===== src/rtl/regfile_pkg.sv =====
// Shared definitions for the register-file read-port arbiter and its clients.
package regfile_pkg;

   localparam int AW       = 5;    // register address width
   localparam int DW       = 32;   // register data width
   localparam int NREG     = 32;   // registers behind the read port
   localparam int ZERO_REG = 0;    // hard-wired zero register

   // Arbiter ownership state
   typedef enum logic [1:0] {
      FREE     = 2'd0,   // plain round-robin
      LOCKED   = 2'd1,   // one requester owns the port for a burst
      COOLDOWN = 2'd2    // one cycle with the previous owner masked out
   } arb_state_e;

endpackage


===== src/rtl/regfile_read_arbiter_rr_pick.sv =====
// Combinational round-robin picker: first eligible requester at or after ptr.
module rr_pick #(
   parameter int NREQ = 4,
   parameter int PW   = (NREQ > 1) ? $clog2(NREQ) : 1
) (
   input  logic [NREQ-1:0] req_i,
   input  logic [NREQ-1:0] mask_i,
   input  logic [PW-1:0]   ptr_i,
   output logic [NREQ-1:0] gnt_o,
   output logic [PW-1:0]   idx_o,
   output logic            any_o
);

   logic [NREQ-1:0] elig;

   assign elig = req_i & mask_i;

   // Walk the priority order ptr, ptr+1, ... (wrapping) and stop at the first hit.
   always_comb begin
      int          pos;
      logic [PW-1:0] pidx;
      logic        found;
      pos   = 0;
      pidx  = '0;
      found = 1'b0;
      gnt_o = '0;
      idx_o = '0;
      for (int k = 0; k < NREQ; k++) begin
         pos = int'(ptr_i) + k;
         if (pos >= NREQ) pos = pos - NREQ;
         pidx = PW'(pos);
         if (!found && elig[pidx]) begin
            found       = 1'b1;
            gnt_o[pidx] = 1'b1;
            idx_o       = pidx;
         end
      end
      any_o = found;
   end

endmodule


===== src/rtl/regfile_read_arbiter.sv =====
// Round-robin arbiter sharing the regfile's single read port, with bounded
// burst ownership, write forwarding and a hard-wired zero register.
module regfile_read_arbiter #(
   parameter int NREQ     = 4,
   parameter int AW       = regfile_pkg::AW,
   parameter int DW       = regfile_pkg::DW,
   parameter int MAX_LOCK = 8
) (
   input  logic               clock,
   input  logic               ctrl_reset_n,
   input  logic [NREQ-1:0]    req,
   input  logic [NREQ-1:0]    lock,
   input  logic [NREQ*AW-1:0] req_addr,
   output logic [NREQ-1:0]    gnt,
   output logic [AW-1:0]      rd_sel,
   input  logic [DW-1:0]      rd_data,
   input  logic               wr_en,
   input  logic [AW-1:0]      wr_addr,
   input  logic [DW-1:0]      wr_data,
   output logic [NREQ-1:0]    rsp_valid,
   output logic [DW-1:0]      rsp_data
);

   import regfile_pkg::*;

   localparam int PW = (NREQ > 1) ? $clog2(NREQ) : 1;
   localparam int CW = $clog2(MAX_LOCK + 1);

   // Registered arbitration state
   arb_state_e      state_q, state_d;
   logic [PW-1:0]   ptr_q,   ptr_d;
   logic [PW-1:0]   owner_q, owner_d;
   logic [CW-1:0]   cnt_q,   cnt_d;

   // Registered response
   logic [NREQ-1:0] rsp_valid_q;
   logic [DW-1:0]   rsp_data_q;

   // Owner decode
   logic [NREQ-1:0] owner_oh;
   logic            own_req;
   logic            own_lock;
   logic            at_limit;
   logic            lk_keep;
   logic            lk_limit;
   logic            cool;

   // Picker hookup
   logic [NREQ-1:0] pick_mask;
   logic [PW-1:0]   pick_ptr;
   logic [NREQ-1:0] pick_gnt;
   logic [PW-1:0]   pick_idx;
   logic            pick_any;

   // Current-cycle grant and read path
   logic [NREQ-1:0] gnt_c;
   logic            any_c;
   logic [AW-1:0]   sel_c;
   logic [DW-1:0]   rsp_next;

   function automatic logic [PW-1:0] ptr_after(input logic [PW-1:0] i);
      return (int'(i) >= NREQ - 1) ? '0 : i + 1'b1;
   endfunction

   assign owner_oh = {{(NREQ-1){1'b0}}, 1'b1} << owner_q;
   assign own_req  = req[owner_q];
   assign own_lock = lock[owner_q];
   assign at_limit = int'(cnt_q) >= MAX_LOCK;

   // An owner that still requests either continues its burst or, once the
   // burst is exhausted, is pushed out for the limit cycle and the cooldown.
   assign lk_keep  = (state_q == LOCKED) && own_req && !at_limit;
   assign lk_limit = (state_q == LOCKED) && own_req &&  at_limit;
   assign cool     = (state_q == COOLDOWN);

   // The limit cycle restarts the rotation just after the evicted owner.
   assign pick_mask = (lk_limit || cool) ? ~owner_oh : '1;
   assign pick_ptr  = lk_limit ? ptr_after(owner_q) : ptr_q;

   rr_pick #(
      .NREQ (NREQ),
      .PW   (PW)
   ) u_pick (
      .req_i  (req),
      .mask_i (pick_mask),
      .ptr_i  (pick_ptr),
      .gnt_o  (pick_gnt),
      .idx_o  (pick_idx),
      .any_o  (pick_any)
   );

   // Grant selection and next-state for pointer, ownership and burst count.
   always_comb begin
      state_d = state_q;
      ptr_d   = ptr_q;
      owner_d = owner_q;
      cnt_d   = cnt_q;
      gnt_c   = '0;
      any_c   = 1'b0;
      if (lk_keep) begin
         gnt_c = owner_oh;
         any_c = 1'b1;
         if (own_lock) begin
            cnt_d = cnt_q + 1'b1;
         end else begin
            state_d = FREE;
            cnt_d   = '0;
            ptr_d   = ptr_after(owner_q);
         end
      end else begin
         gnt_c = pick_gnt;
         any_c = pick_any;
         cnt_d = '0;
         if (pick_any) ptr_d = ptr_after(pick_idx);
         if (lk_limit) begin
            state_d = COOLDOWN;
            if (!pick_any) ptr_d = ptr_after(owner_q);
         end else if (cool) begin
            state_d = FREE;
         end else begin
            // FREE, or a LOCKED owner that walked away: ordinary arbitration
            state_d = FREE;
            if (pick_any && lock[pick_idx]) begin
               state_d = LOCKED;
               owner_d = pick_idx;
               cnt_d   = CW'(1);
            end
         end
      end
   end

   // Route the winner's address to the read port.
   always_comb begin
      sel_c = '0;
      for (int i = 0; i < NREQ; i++) begin
         if (gnt_c[i]) sel_c = req_addr[i*AW +: AW];
      end
   end

   // Zero register beats forwarding, forwarding beats the stale array value.
   always_comb begin
      if (int'(sel_c) == ZERO_REG) begin
         rsp_next = '0;
      end else if (wr_en && (wr_addr == sel_c)) begin
         rsp_next = wr_data;
      end else begin
         rsp_next = rd_data;
      end
   end

   assign gnt    = ctrl_reset_n ? gnt_c : '0;
   assign rd_sel = ctrl_reset_n ? sel_c : '0;

   // Arbitration state update; reset drops any ownership.
   always_ff @(posedge clock) begin
      if (!ctrl_reset_n) begin
         state_q <= FREE;
         ptr_q   <= '0;
         owner_q <= '0;
         cnt_q   <= '0;
      end else begin
         state_q <= state_d;
         ptr_q   <= ptr_d;
         owner_q <= owner_d;
         cnt_q   <= cnt_d;
      end
   end

   // Response register: one-cycle read latency, data held when idle.
   always_ff @(posedge clock) begin
      if (!ctrl_reset_n) begin
         rsp_valid_q <= '0;
         rsp_data_q  <= '0;
      end else begin
         rsp_valid_q <= gnt_c;
         if (any_c) rsp_data_q <= rsp_next;
      end
   end

   assign rsp_valid = rsp_valid_q;
   assign rsp_data  = rsp_data_q;

endmodule


===== config.mk =====
export PLATFORM = sky130hd
export DESIGN_NAME = regfile_read_arbiter
export DESIGN_NICKNAME = d
export VERILOG_FILES = /design/src/rtl/regfile_pkg.sv /design/src/rtl/regfile_read_arbiter_rr_pick.sv /design/src/rtl/regfile_read_arbiter.sv
export SDC_FILE = /design/constraint.sdc
export NUM_CORES = 1
export LEC_CHECK = 0
export BUFFER_PORTS_ARGS = -buffer_cell sky130_fd_sc_hd__buf_4
export CAP_MARGIN = 20
export CORE_MARGIN = 1.5
export CORE_UTILIZATION = 39
export CTS_CLUSTER_SIZE = 16
export DETAILED_ROUTE_END_ITERATION = 12
export HOLD_SLACK_MARGIN = 0.15
export PLACE_DENSITY = 0.78
export SLEW_MARGIN = 20
export SYNTH_ARGS = -nofsm -noshare
export SYNTH_HDL_FRONTEND = slang
export SYNTH_SLANG_ARGS = --single-unit

===== constraint.sdc =====
create_clock -name clock -period 6.81 [get_ports clock]
set_input_delay 0.3405 -clock clock [delete_from_list [all_inputs] [get_ports clock]]
set_output_delay 0.3405 -clock clock [all_outputs]
set_load 0.005 [all_outputs]

## Yosys cells after proc, flatten, opt, wreduce, memory -nomap -nowiden

Index checks and enable logic that the tools add are counted.

- Add/sub/neg operators: 10
- Order comparisons: 17
- Equality and inequality tests: 4
- Shifts and indexed selects: 1
- Multiplexer cells: 67
- Bitwise operators: 8
- Reductions and logical operators: 19

Operators with widths:

| cell | count |
|---|---|
| $mux 32 | 2 |
| $mux 2 | 19 |
| $mux 4 | 9 |
| $mux 5 | 5 |
| $mux 1 | 21 |
| $lt 2x3->1 const B | 6 |
| $bmux 1 s2 | 7 |
| $logic_and 1x1->1 | 12 |
| $or 4x4->4 | 3 |
| $ge 3x3->1 const B | 3 |
| $demux 1 s2 | 4 |
| $ge 2x1->1 const B | 4 |
| $sub 2x1->2 const B | 4 |
| $add 2x2->3 const B | 2 |
| $eq 5x5->1 | 1 |
| $logic_not 5->1 | 1 |
| $add 2x1->2 const B | 2 |
| $add 4x1->4 const B | 1 |
| $and 4x4->4 | 1 |
| $ge 2x2->1 const B | 2 |
| $ge 4x4->1 const B | 1 |
| $logic_not 1->1 | 4 |
| $not 4->4 | 1 |
| $reduce_and 4->1 | 1 |
| 8 further kinds | 10 |

- Bits in registers: 46
- Output and inout bits: 45
- Logic and storage cells: 132

## Depth between registers and ports, before layout

Gate-level depths: netlist of the first run.

- Word-level depth: 28
- Mapped depth: 21
- Gate-level depth less buffers: 16

## By module

A second synthesis of the first run with hierarchy kept.

- Cells, all modules: 352
- Area, all modules: 3,199.3 um^2

Modules (own cells, without submodules):

| module | instances | cells an instance | area an instance (um^2) |
|---|---|---|---|
| regfile_read_arbiter | 1 | 276 | 2,595.0 |
| rr_pick | 1 | 76 | 604.3 |

## Worst setup path before layout of the first run

Ideal clock, no wire load.

- Path kind: reg-to-reg
- From: reg owner_q[0]
- To: reg rsp_data_q[0] (netlist: rsp_data[0])
- Setup time: 0.128 ns
- Data arrival time: 4.580 ns
- Data required time: 6.682 ns
- Setup slack: 2.103 ns
- Cell stages (with the launch flop): 20
- Clock period less this slack: 4.707 ns
- Cell sequence: dfxtp_1 -> buf_6 -> mux4_2 -> and3_1 -> a21oi_1 -> buf_2 -> inv_1 -> ha_1 -> or3_1 -> o22ai_1 -> nand2_1 -> a32o_2 -> buf_4 -> o21a_1 -> a211oi_1 -> o221ai_1 -> nor4_4 -> buf_6 -> mux2i_1 -> o21ai_1

- Word-level cells in the longest chain between the ends: 28
- Elaborated cells between the ends (all ways): 85

Ends and longest elaborated chain:

| item | RTL line | source |
|---|---|---|
| start, declared | regfile_read_arbiter.sv:32 | `logic [PW-1:0] owner_q, owner_d;` |
| start signal, assigned | regfile_read_arbiter.sv:164 | `owner_q <= owner_d;` |
| parallel branches: the longest is 28 deep, another holds $add 2x1->3 | -- |  |
| end signal, assigned | regfile_read_arbiter.sv:176 | `if (any_c) rsp_data_q <= rsp_next;` |
| end, declared | regfile_read_arbiter.sv:37 | `logic [DW-1:0] rsp_data_q;` |

Parallel ways; which one is timed is not known. The select of a mux whose other input is x is not followed.
A chain may end at the register's enable or synchronous reset.

## Final worst setup path of the first run

- From: reg owner_q[0]
- To: reg rsp_data_q[27] (netlist: rsp_data[27])

The elaborated chain is that of the path after synthesis.

==> impl_metrics.yaml, run 1 <==
timing:
  max_freq_mhz: 183
  rsz0062_at_grt: "false"
  drv_slew: 0
  setup_ws_ns: 1.33
  maxSlewHeadroom: 0.567
  tns_ns: 0
  period_minus_slack_ns: 5.48
  fin_crit_sh: 0.804
  worst_pin_slew_ns: 0.647
  setup_viol: 0
  final_hold_viol_count: 0
  skew_ns: 0.00453
cells_and_area:
  fin_util: 0.562
  areaGrowthSynthToFinish_pct: 39.0
  fillCellCount: 740
  drive_gt1_frac: 0.353
  antenna_cells: 0
  multiInputGateArea_mm2: 0.00204
  fin_area_mm2: 0.00436
  nets: 616
  seq_area_um2: 921
placed_design:
  gp_congestion: 0.989
  dp_slack_ns: 1.37
  hpwl_mm: 7.37
  portBuffers: 144
  placed_cell_area_mm2: 0.00428
synth:
  avgSynthCellArea_um2: 8.60
  yosys_register_bits: 46
  ys.flop_type: "dfxtp_1"
  syn_inst: 365
  ys_async_sr_fraction: 0
  synth-edff-count: 0
  syn_area_mm2: 0.00314
  synth_cell_types: 67
  ys_seq_area_frac: 0.293
  synth_nets: 478
  ys.warnings.count: 0
global_routing:
  grt_max_degree: 33
  track_usage: 0.212
  grt_pass1_vias: 3139
  antenna_found_initial: 0
  grt_pass1_wl_mm: 14.8
  overflow: 0
clock_network:
  cts.sinks: 46
  ctsHtreeMaxLevel: 2
  cts_hold_buf: 0
  cts_buffers: 5
  cts_tree: "built"
  cts_resized: 0
  clockBufferDepth: 2
  clk_pin_slew_ns: 0.08
  cts_root_buffer: "clkbuf_8"
  post_cts_buffers: 0
  clk_latency_ns: 0.29
floorplan:
  core_mm2: 0.00777
  die_area_mm2: 0.00859
  io_pins: 145
  die_w_um: 92.7
  placementRows: 32
  die_h_um: 92.7
  initial_core_util: 0.404
power_and_ir_drop:
  total_leakage_power_nw: 1.90
  power.total_mw: 1.75
  p_per_area_mw_per_mm2: 402
  vdd_drop_max_v: 0.000142
route:
  final_antenna_net_count: 0
  drtPass1Iterations: 4
  wire_per_inst_um: 15.4
  drt_first_iter_violations: 146
  dr_total_vias: 3257
  drc_errors: 0
  totalWireLength_mm: 9.27
  viasPerCell: 5.39
critical_path:
  arrival_ns: 5.64
  crit_required_ns: 6.98
  worst-path-max-fanout: 32
  end_kind: "flop"
  path_class: "reg -> reg"
  start_kind: "flop"
worst_hold_path:
  min_path_type: "in -> reg"
run_status:
  status: "finished, final reports clean"
flow_run:
  max-cap-violations: 0
stage by stage:
stage          instances  hold slack (ns)
3_5_place_dp         598            0.443
5_1_grt              604            0.310
3_3_place_gp         598            0.436
2_1_floorplan        365            0.445
6_report             604            0.305
4_1_cts              604            0.302
cells in the final DEF, fill, tap and decap left out, drive strengths merged, types with 7 or more instances in the layout:
cell type and n:
buf 148, dfxtp 46, nand2 44, o21ai 44, mux2i 42, nor2 25
inv 21, ha 13, a21oi 10, a211oi 10, o211ai 7
critical path, cell delays in order, from the launching register on:
cell      delay, ns
dfxtp_1        0.53
ha_1           0.37
nor4bb_1       0.11
mux2i_1        0.15
o22a_1         0.52
clkinv_1       0.48
and4_1         0.28
a211oi_1       0.40
and3b_1        0.25
o31ai_2        0.48
o311ai_1       0.20
a22oi_2        0.29
xnor2_1        0.15
nor4_4         0.23
buf_4          0.50
mux2i_1        0.29
o21ai_1        0.08
cells in the mapped netlist, drive strengths merged, types with 4 or more instances:
cell type | n | area [um^2]
o211ai | 7 | 67.6
a21oi | 10 | 61.3
o311ai | 4 | 35.0
clkbuf | 9 | 33.8
dfxtp | 46 | 921
mux2i | 42 | 420
o21ai | 44 | 220
buf | 8 | 70.1
xnor2 | 4 | 35.0
inv | 21 | 78.8
or3 | 4 | 25.0
ha | 13 | 163
nand2 | 44 | 165
and2 | 6 | 37.5
nor2 | 25 | 93.8
nand3 | 4 | 20.0
a211oi | 10 | 90.1
per-layer routing:
layer	track usage	vias up	wire, um
met3	0.0369	16	662
met2	0.359	142	4390
met4	0.0505	0	150
li1	-	1611	-
met1	0.279	1488	4070
met5	0	-	0
cell families after synthesis:
| family | Yosys count | synth area share |
|---|---|---|
| and+or+nand+nor | 101 | 0.155 |
| muxes | 46 | 0.159 |
| buffers and inverters | 39 | 0.0594 |
| adders and majority gates | 13 | 0.0518 |
| xor gates and xnor gates | 6 | 0.0167 |
| DFF | 46 | 0.293 |
| AOI/OAI and AO/OA | 114 | 0.264 |
state kept, by name, summed over array words and instances (netlist names):
register	cells
cnt_q	4
ptr_q	2
rsp_data	32
rsp_valid	4
state_q	2
owner_q	2
power by group:
| part | switching, mW | internal (mW) |
|---|---|---|
| Sequential | 0.0579 | 0.360 |
| Combinational | 0.635 | 0.536 |
| Clock | 0.0851 | 0.0784 |
| Total | 0.778 | 0.974 |
final timing paths:
check / depth (start not counted) / to / slack, ns / startpoint
setup reg to reg: 16 / rsp_data[27]$_SDFFE_PN0P_ / 1.33 / owner_q[0]$_SDFFE_PN0P_
hold reg to reg: 2 / rsp_data[8]$_SDFFE_PN0P_ / 0.45 / rsp_data[8]$_SDFFE_PN0P_
hold / removal: 3 / rsp_data[3]$_SDFFE_PN0P_ / 0.31 / rd_data[3]
setup / recovery: 16 / rsp_data[27]$_SDFFE_PN0P_ / 1.33 / owner_q[0]$_SDFFE_PN0P_
area by class of cell:
type,count,share of cell area
clock buffer,6,0.0189
inverter,22,0.0189
multi-input combinational,280,0.467
timing repair buffer,148,0.255
sequential,46,0.211
tap,102,0.0293
(Power assumes the default switching activity.)
==> run 2: changes to the inputs <==
Settings changed: ABC_AREA from default to 1, PLACE_DENSITY 0.78 to 0.76.
Clock period 6.81 ns to 5.05 ns, I/O delays scaled along.
==> run 2 against run 1 <==
Sequential cell count unchanged. Via count up 30%. Power up 77%. Critical path type unchanged. Synthesized area up 13%. Die area up 13%.
==> impl_metrics.yaml, run 2 <==
critical_path:
  rrSetupSlack_ns: 0.89
  worst-path-max-fanout: 32
  slowest_stage: "dfxtp_1"
  crit_required_ns: 5.29
  cp_num_buf_inv: 3
  crit_chain: "inv_4 > ha_1 > o21ai_4 > inv_2 > ha_1 > inv_1 > nand3_1 > nand2_2 > nand2_2 > nor2_1 > nor2_1 > nand3_2 > nand2_2 > nand3_1 > nand2_1 > nand2_1 > nand3_1 > nand2_1 > nor2_4 > nand3_4 > nand2_1 > nand3_1 > a21oi_1"
  end_kind: "flop"
  path_class: "reg -> reg"
  slowest_delay_ns: 0.55
  cp_top_family: "simple AND/OR/NAND/NOR gates"
  start_kind: "flop"
  arrival_ns: 4.40
clock_network:
  cts_hold_buf: 0
  clk_pin_slew_ns: 0.09
  cts_root_buffer: "clkbuf_8"
  clk_latency_ns: 0.31
  cts.sinks: 46
  cts_buffers: 5
  ctsHtreeMaxLevel: 2
  post_cts_buffers: 0
  clockBufferDepth: 2
  cts_resized: 0
  cts_tree: "built"
cells_and_area:
  fillCellCount: 884
  largest_reg_flops: 32
  layout_common_cells: "154 x nand2_1, 151 x buf_4, 93 x inv_1"
  layout_commonest_cell: "nand2_1"
  fin_util: 0.543
  fin_area_mm2: 0.00476
  antenna_cells: 0
  nets: 819
  multiInputGateArea_mm2: 0.00208
  drive_gt1_frac: 0.283
  areaGrowthSynthToFinish_pct: 34.1
  seq_area_um2: 921
timing:
  tns_ns: 0
  rsz0062_at_grt: "false"
  max_freq_mhz: 240
  final_hold_viol_count: 0
  skew_ns: 0.00567
  fin_crit_sh: 0.823
  setup_viol: 0
  worst_pin_slew_ns: 0.491
  maxSlewHeadroom: 0.672
  period_minus_slack_ns: 4.16
  drv_slew: 0
  setup_ws_ns: 0.891
placed_design:
  portBuffers: 144
  hpwl_mm: 8.30
  placed_cell_area_mm2: 0.00467
  gp_congestion: 0.907
  dp_slack_ns: 0.958
global_routing:
  grt_pass1_vias: 3897
  antenna_found_initial: 0
  grt_pass1_wl_mm: 17.5
  overflow: 0
  grt_max_degree: 45
  track_usage: 0.216
synth:
  yosysMostFrequentCell: "nand2_1"
  ys.flop_type: "dfxtp_1"
  syn_area_mm2: 0.00355
  synth_nets: 686
  avgSynthCellArea_um2: 6.19
  yosysTopAreaCellShare: 0.259
  ys_async_sr_fraction: 0
  synthTopCellsByCount: "154 x nand2_1, 93 x inv_1, 71 x nand3_1"
  synthTopCellsByArea: "dfxtp_1 26%, nand2_1 16%, nand3_1 10%"
  synth-edff-count: 0
  synth_cell_types: 36
  ys_seq_area_frac: 0.259
  syn_inst: 573
  ys.warnings.count: 0
  yosys.area.top_type: "dfxtp_1"
  yosys_register_bits: 46
power_and_ir_drop:
  vdd_drop_max_v: 0.000360
  p_per_area_mw_per_mm2: 651
  internal-power_mw: 1.45
  p_comb_frac: 0.724
  power.total_mw: 3.10
  pwr-share-seq: 0.200
  clkPwrFrac: 0.076
  p_switching_mw: 1.65
  total_leakage_power_nw: 2.62
  p_sw_frac: 0.532
route:
  viasPerCell: 5.18
  drc_errors: 0
  final_antenna_net_count: 0
  drtPass1Iterations: 4
  drt_first_iter_violations: 169
  totalWireLength_mm: 10.8
  wire_per_inst_um: 13.3
  dr_total_vias: 4221
floorplan:
  die_area_mm2: 0.00968
  die_w_um: 98.4
  io_pins: 145
  core_mm2: 0.00876
  placementRows: 34
  die_h_um: 98.4
  initial_core_util: 0.405
flow_run:
  max-cap-violations: 0
run_status:
  status: "finished, final reports clean"
worst_hold_path:
  min_path_type: "in -> reg"
run 2: changes by cell type in the layout (fill, tap and decap cells not counted), sizes merged, moves of 30 or more:
cell and delta:
o21ai -30, mux2i -41, nand2 +119, a21oi +33, nand3 +77, inv +81, nand4 +39
run 2: power groups by stage:
stage | combinational [mW] | clock, mW | sequential [mW]
after global routing | 2.50 | 0.259 | 0.642
final | 2.24 | 0.237 | 0.619
after detailed placement | 2.22 | 0 | 0.627
after CTS | 2.22 | 0.242 | 0.621
after global placement | 2.18 | 0 | 0.624
after floorplan | 1.54 | 0 | 0.623
run 2: layer usage:
layer  wire length [um]  part of all wire  global-route usage  vias up
met1               4490              0.41               0.257     1913
met4                313             0.029              0.0748        0
li1                   -                 -                   -     2109
met5                  0                 0                   0        -
met2               5330              0.49               0.381      168
met3                718             0.066              0.0487       31
run 2: logic make-up after synthesis:
group	share of synthesized area
AOI/OAI and AO/OA	0.0987
xor gates and xnor gates	0.00247
adders and majority gates	0.0458
buffers and inverters	0.155
DFF	0.259
muxes	0.00282
and+or+nand+nor	0.436
run 2: final cells by class:
class | instances | share of cell area
clock buffer | 6 | 0.0152
clock inverter | 2 | 0.00289
inverter | 107 | 0.0849
multi-input combinational | 395 | 0.437
sequential | 46 | 0.193
tap | 108 | 0.0284
timing repair buffer | 151 | 0.238
run 2: final timing paths:
check | to | cells after the start | from
worst max-delay path | rsp_data[30]$_SDFFE_PN0P_ | 23 | owner_q[0]$_SDFFE_PN0P_
worst min-delay path | owner_q[0]$_SDFFE_PN0P_ | 3 | ctrl_reset_n
worst max register to register | rsp_data[30]$_SDFFE_PN0P_ | 23 | owner_q[0]$_SDFFE_PN0P_
worst min register to register | rsp_data[22]$_SDFFE_PN0P_ | 2 | rsp_data[22]$_SDFFE_PN0P_
run 2: worst register-to-register path, stage by stage, from the launching register on:
cell and delay [ns]:
dfxtp_1 0.55, inv_4 0.08, ha_1 0.36, o21ai_4 0.30
inv_2 0.16, ha_1 0.40, inv_1 0.11, nand3_1 0.12
nand2_2 0.09, nand2_2 0.11, nor2_1 0.05, nor2_1 0.11
nand3_2 0.16, nand2_2 0.16, nand3_1 0.09, nand2_1 0.09
nand2_1 0.12, nand3_1 0.10, nand2_1 0.09, nor2_4 0.12
nand3_4 0.31, nand2_1 0.18, nand3_1 0.09, a21oi_1 0.13
run 2: metrics by stage:
stage          std cells  hold slack, ns
4_1_cts              815           0.226
5_1_grt              815           0.218
6_report             815           0.235
3_3_place_gp         807           0.453
3_5_place_dp         807           0.455
2_1_floorplan        573           0.391
==> run 3: changes to the inputs <==
Clock period 5.05 ns to 4.4 ns, I/O delays scaled along.
==> run 3 against run 2 <==
Via count shrank 0.71%. Worst setup slack lost 0.44 ns. Worst hold slack worse by 0.030 ns.
==> impl_metrics.yaml, run 3 (synthesis results as in run 2) <==
placed_design:
  gp_congestion: 0.912
  portBuffers: 144
  hpwl_mm: 8.11
  dp_slack_ns: 0.342
  placed_cell_area_mm2: 0.00468
power_and_ir_drop:
  p_sw_frac: 0.532
  vdd_drop_max_v: 0.000455
  total_leakage_power_nw: 2.63
  power.total_mw: 3.64
  pwr-share-seq: 0.197
  clkPwrFrac: 0.073
  p_switching_mw: 1.94
  p_comb_frac: 0.730
  internal-power_mw: 1.70
  p_per_area_mw_per_mm2: 757
cells_and_area:
  seq_area_um2: 923
  nets: 821
  fin_util: 0.548
  layout_commonest_cell: "nand2_1"
  fin_area_mm2: 0.00480
  antenna_cells: 0
  fillCellCount: 851
  multiInputGateArea_mm2: 0.00210
  largest_reg_flops: 32
  areaGrowthSynthToFinish_pct: 35.3
  layout_common_cells: "154 x nand2_1, 149 x buf_4, 93 x inv_1"
  drive_gt1_frac: 0.288
floorplan:
  initial_core_util: 0.405
  die_area_mm2: 0.00968
  core_mm2: 0.00876
  placementRows: 34
  io_pins: 145
  die_h_um: 98.4
  die_w_um: 98.4
route:
  dr_total_vias: 4191
  drc_errors: 0
  viasPerCell: 5.13
  totalWireLength_mm: 10.7
  wire_per_inst_um: 13.2
  final_antenna_net_count: 0
  drt_first_iter_violations: 226
  drtPass1Iterations: 5
critical_path:
  crit_path_start: "owner_q[1]$_SDFFE_PN0P_"
  crit_required_ns: 4.57
  worst-path-max-fanout: 32
  r2r_cells: 25
  r2r-start: "owner_q[1]$_SDFFE_PN0P_"
  path_class: "reg -> reg"
  rrSetupSlack_ns: 0.45
  r2r_end: "rsp_data[9]$_SDFFE_PN0P_"
  arrival_ns: 4.12
  start_kind: "flop"
  end_kind: "flop"
clock_network:
  cts_tree: "built"
  cts_buffers: 5
  cts_root_buffer: "clkbuf_8"
  clk_pin_slew_ns: 0.10
  ctsHtreeMaxLevel: 2
  cts.sinks: 46
  clk_latency_ns: 0.30
  clockBufferDepth: 2
timing:
  setup_viol: 0
  final_hold_viol_count: 0
  period_minus_slack_ns: 3.95
  rsz0062_at_grt: "false"
  max_freq_mhz: 253
  skew_ns: 0.0110
  fin_crit_sh: 0.898
  maxSlewHeadroom: 0.664
  drv_slew: 0
  worst_pin_slew_ns: 0.504
  tns_ns: 0
  setup_ws_ns: 0.448
global_routing:
  grt_max_degree: 45
  met3_usage: 0.0437
  antenna_found_initial: 0
  grt_use_met2: 0.372
  grt-busiest-layer: "met2"
  grt_pass1_wl_mm: 17.5
  track_usage: 0.214
  overflow: 0
  grt_pass1_vias: 3986
  grt_use_met1: 0.264
worst_hold_path:
  min_path_type: "in -> reg"
  min_path_cells: 3
  min_from: "ctrl_reset_n"
  worstHoldEndpoint: "ptr_q[0]$_SDFFE_PN0P_"
flow_run:
  max-cap-violations: 0
run_status:
  status: "finished, final reports clean"
==> run 3: area by class of cell <==
type                    count  share of cell area
inverters                 107              0.0841
clock inverters             2             0.00287
flip-flops and latches     46               0.192
clock buffers               6              0.0151
well taps                 108              0.0281
multi-input cells         396               0.437
repair buffers            152               0.241
==> run 3: repair_timing <==
action                     CTS  global route
gates resized for setup      0             7
buffers inserted             0             0
setup endpoints to repair    0            32
hold buffers                 0             0
==> run 3: through the flow <==
stage	hold WS (ns)	cells
after floorplan	0.358	573
after global placement	0.454	808
after detailed placement	0.455	808
after CTS	0.199	816
after global routing	0.213	817
final	0.205	817
==> run 3: worst max path at each step <==
stage	end	slack [ns]
2_1_floorplan	rsp_data[0]$_SDFFE_PN0P_	1.03
3_3_place_gp	rsp_data[7]$_SDFFE_PN0P_	0.52
3_5_place_dp	rsp_data[28]$_SDFFE_PN0P_	0.34
4_1_cts	rsp_data[28]$_SDFFE_PN0P_	0.31
5_1_grt	rsp_data[8]$_SDFFE_PN0P_	0.08
6_report	rsp_data[9]$_SDFFE_PN0P_	0.45
==> run 3: routing by layer <==
layer / vias up / share of wire
met2: 175 / 0.49
met5: - / 0
met1: 1882 / 0.41
li1: 2113 / -
met3: 21 / 0.074
met4: 0 / 0.021
==> run 3: power groups by stage <==
| stage | registers [mW] | clock network, mW | logic (mW) |
|---|---|---|---|
| final | 0.715 | 0.267 | 2.66 |
| after global routing | 0.742 | 0.293 | 2.95 |
| after global placement | 0.716 | 0 | 2.51 |
| after CTS | 0.714 | 0.274 | 2.57 |
| after floorplan | 0.715 | 0 | 1.77 |
| after detailed placement | 0.719 | 0 | 2.56 |
==> run 3: worst max-delay path: stages, from the launching register on <==
cell and delay (ns):
dfxtp_2 0.40, inv_1 0.13, ha_1 0.34, o21ai_4 0.28, inv_2 0.14, ha_1 0.39, inv_1 0.11, nand3_1 0.11
nand2_2 0.09, nand2_2 0.11, inv_2 0.05, a21oi_2 0.13, nand3_2 0.12, nand2_2 0.15, nand2_1 0.07, clkinv_1 0.04
nand2_1 0.04, nand2_1 0.09, nand2_1 0.08, nand2_1 0.07, nand2_1 0.08, nor2_4 0.18, buf_6 0.28, nand4_1 0.14
nand3_1 0.09, a21oi_1 0.06
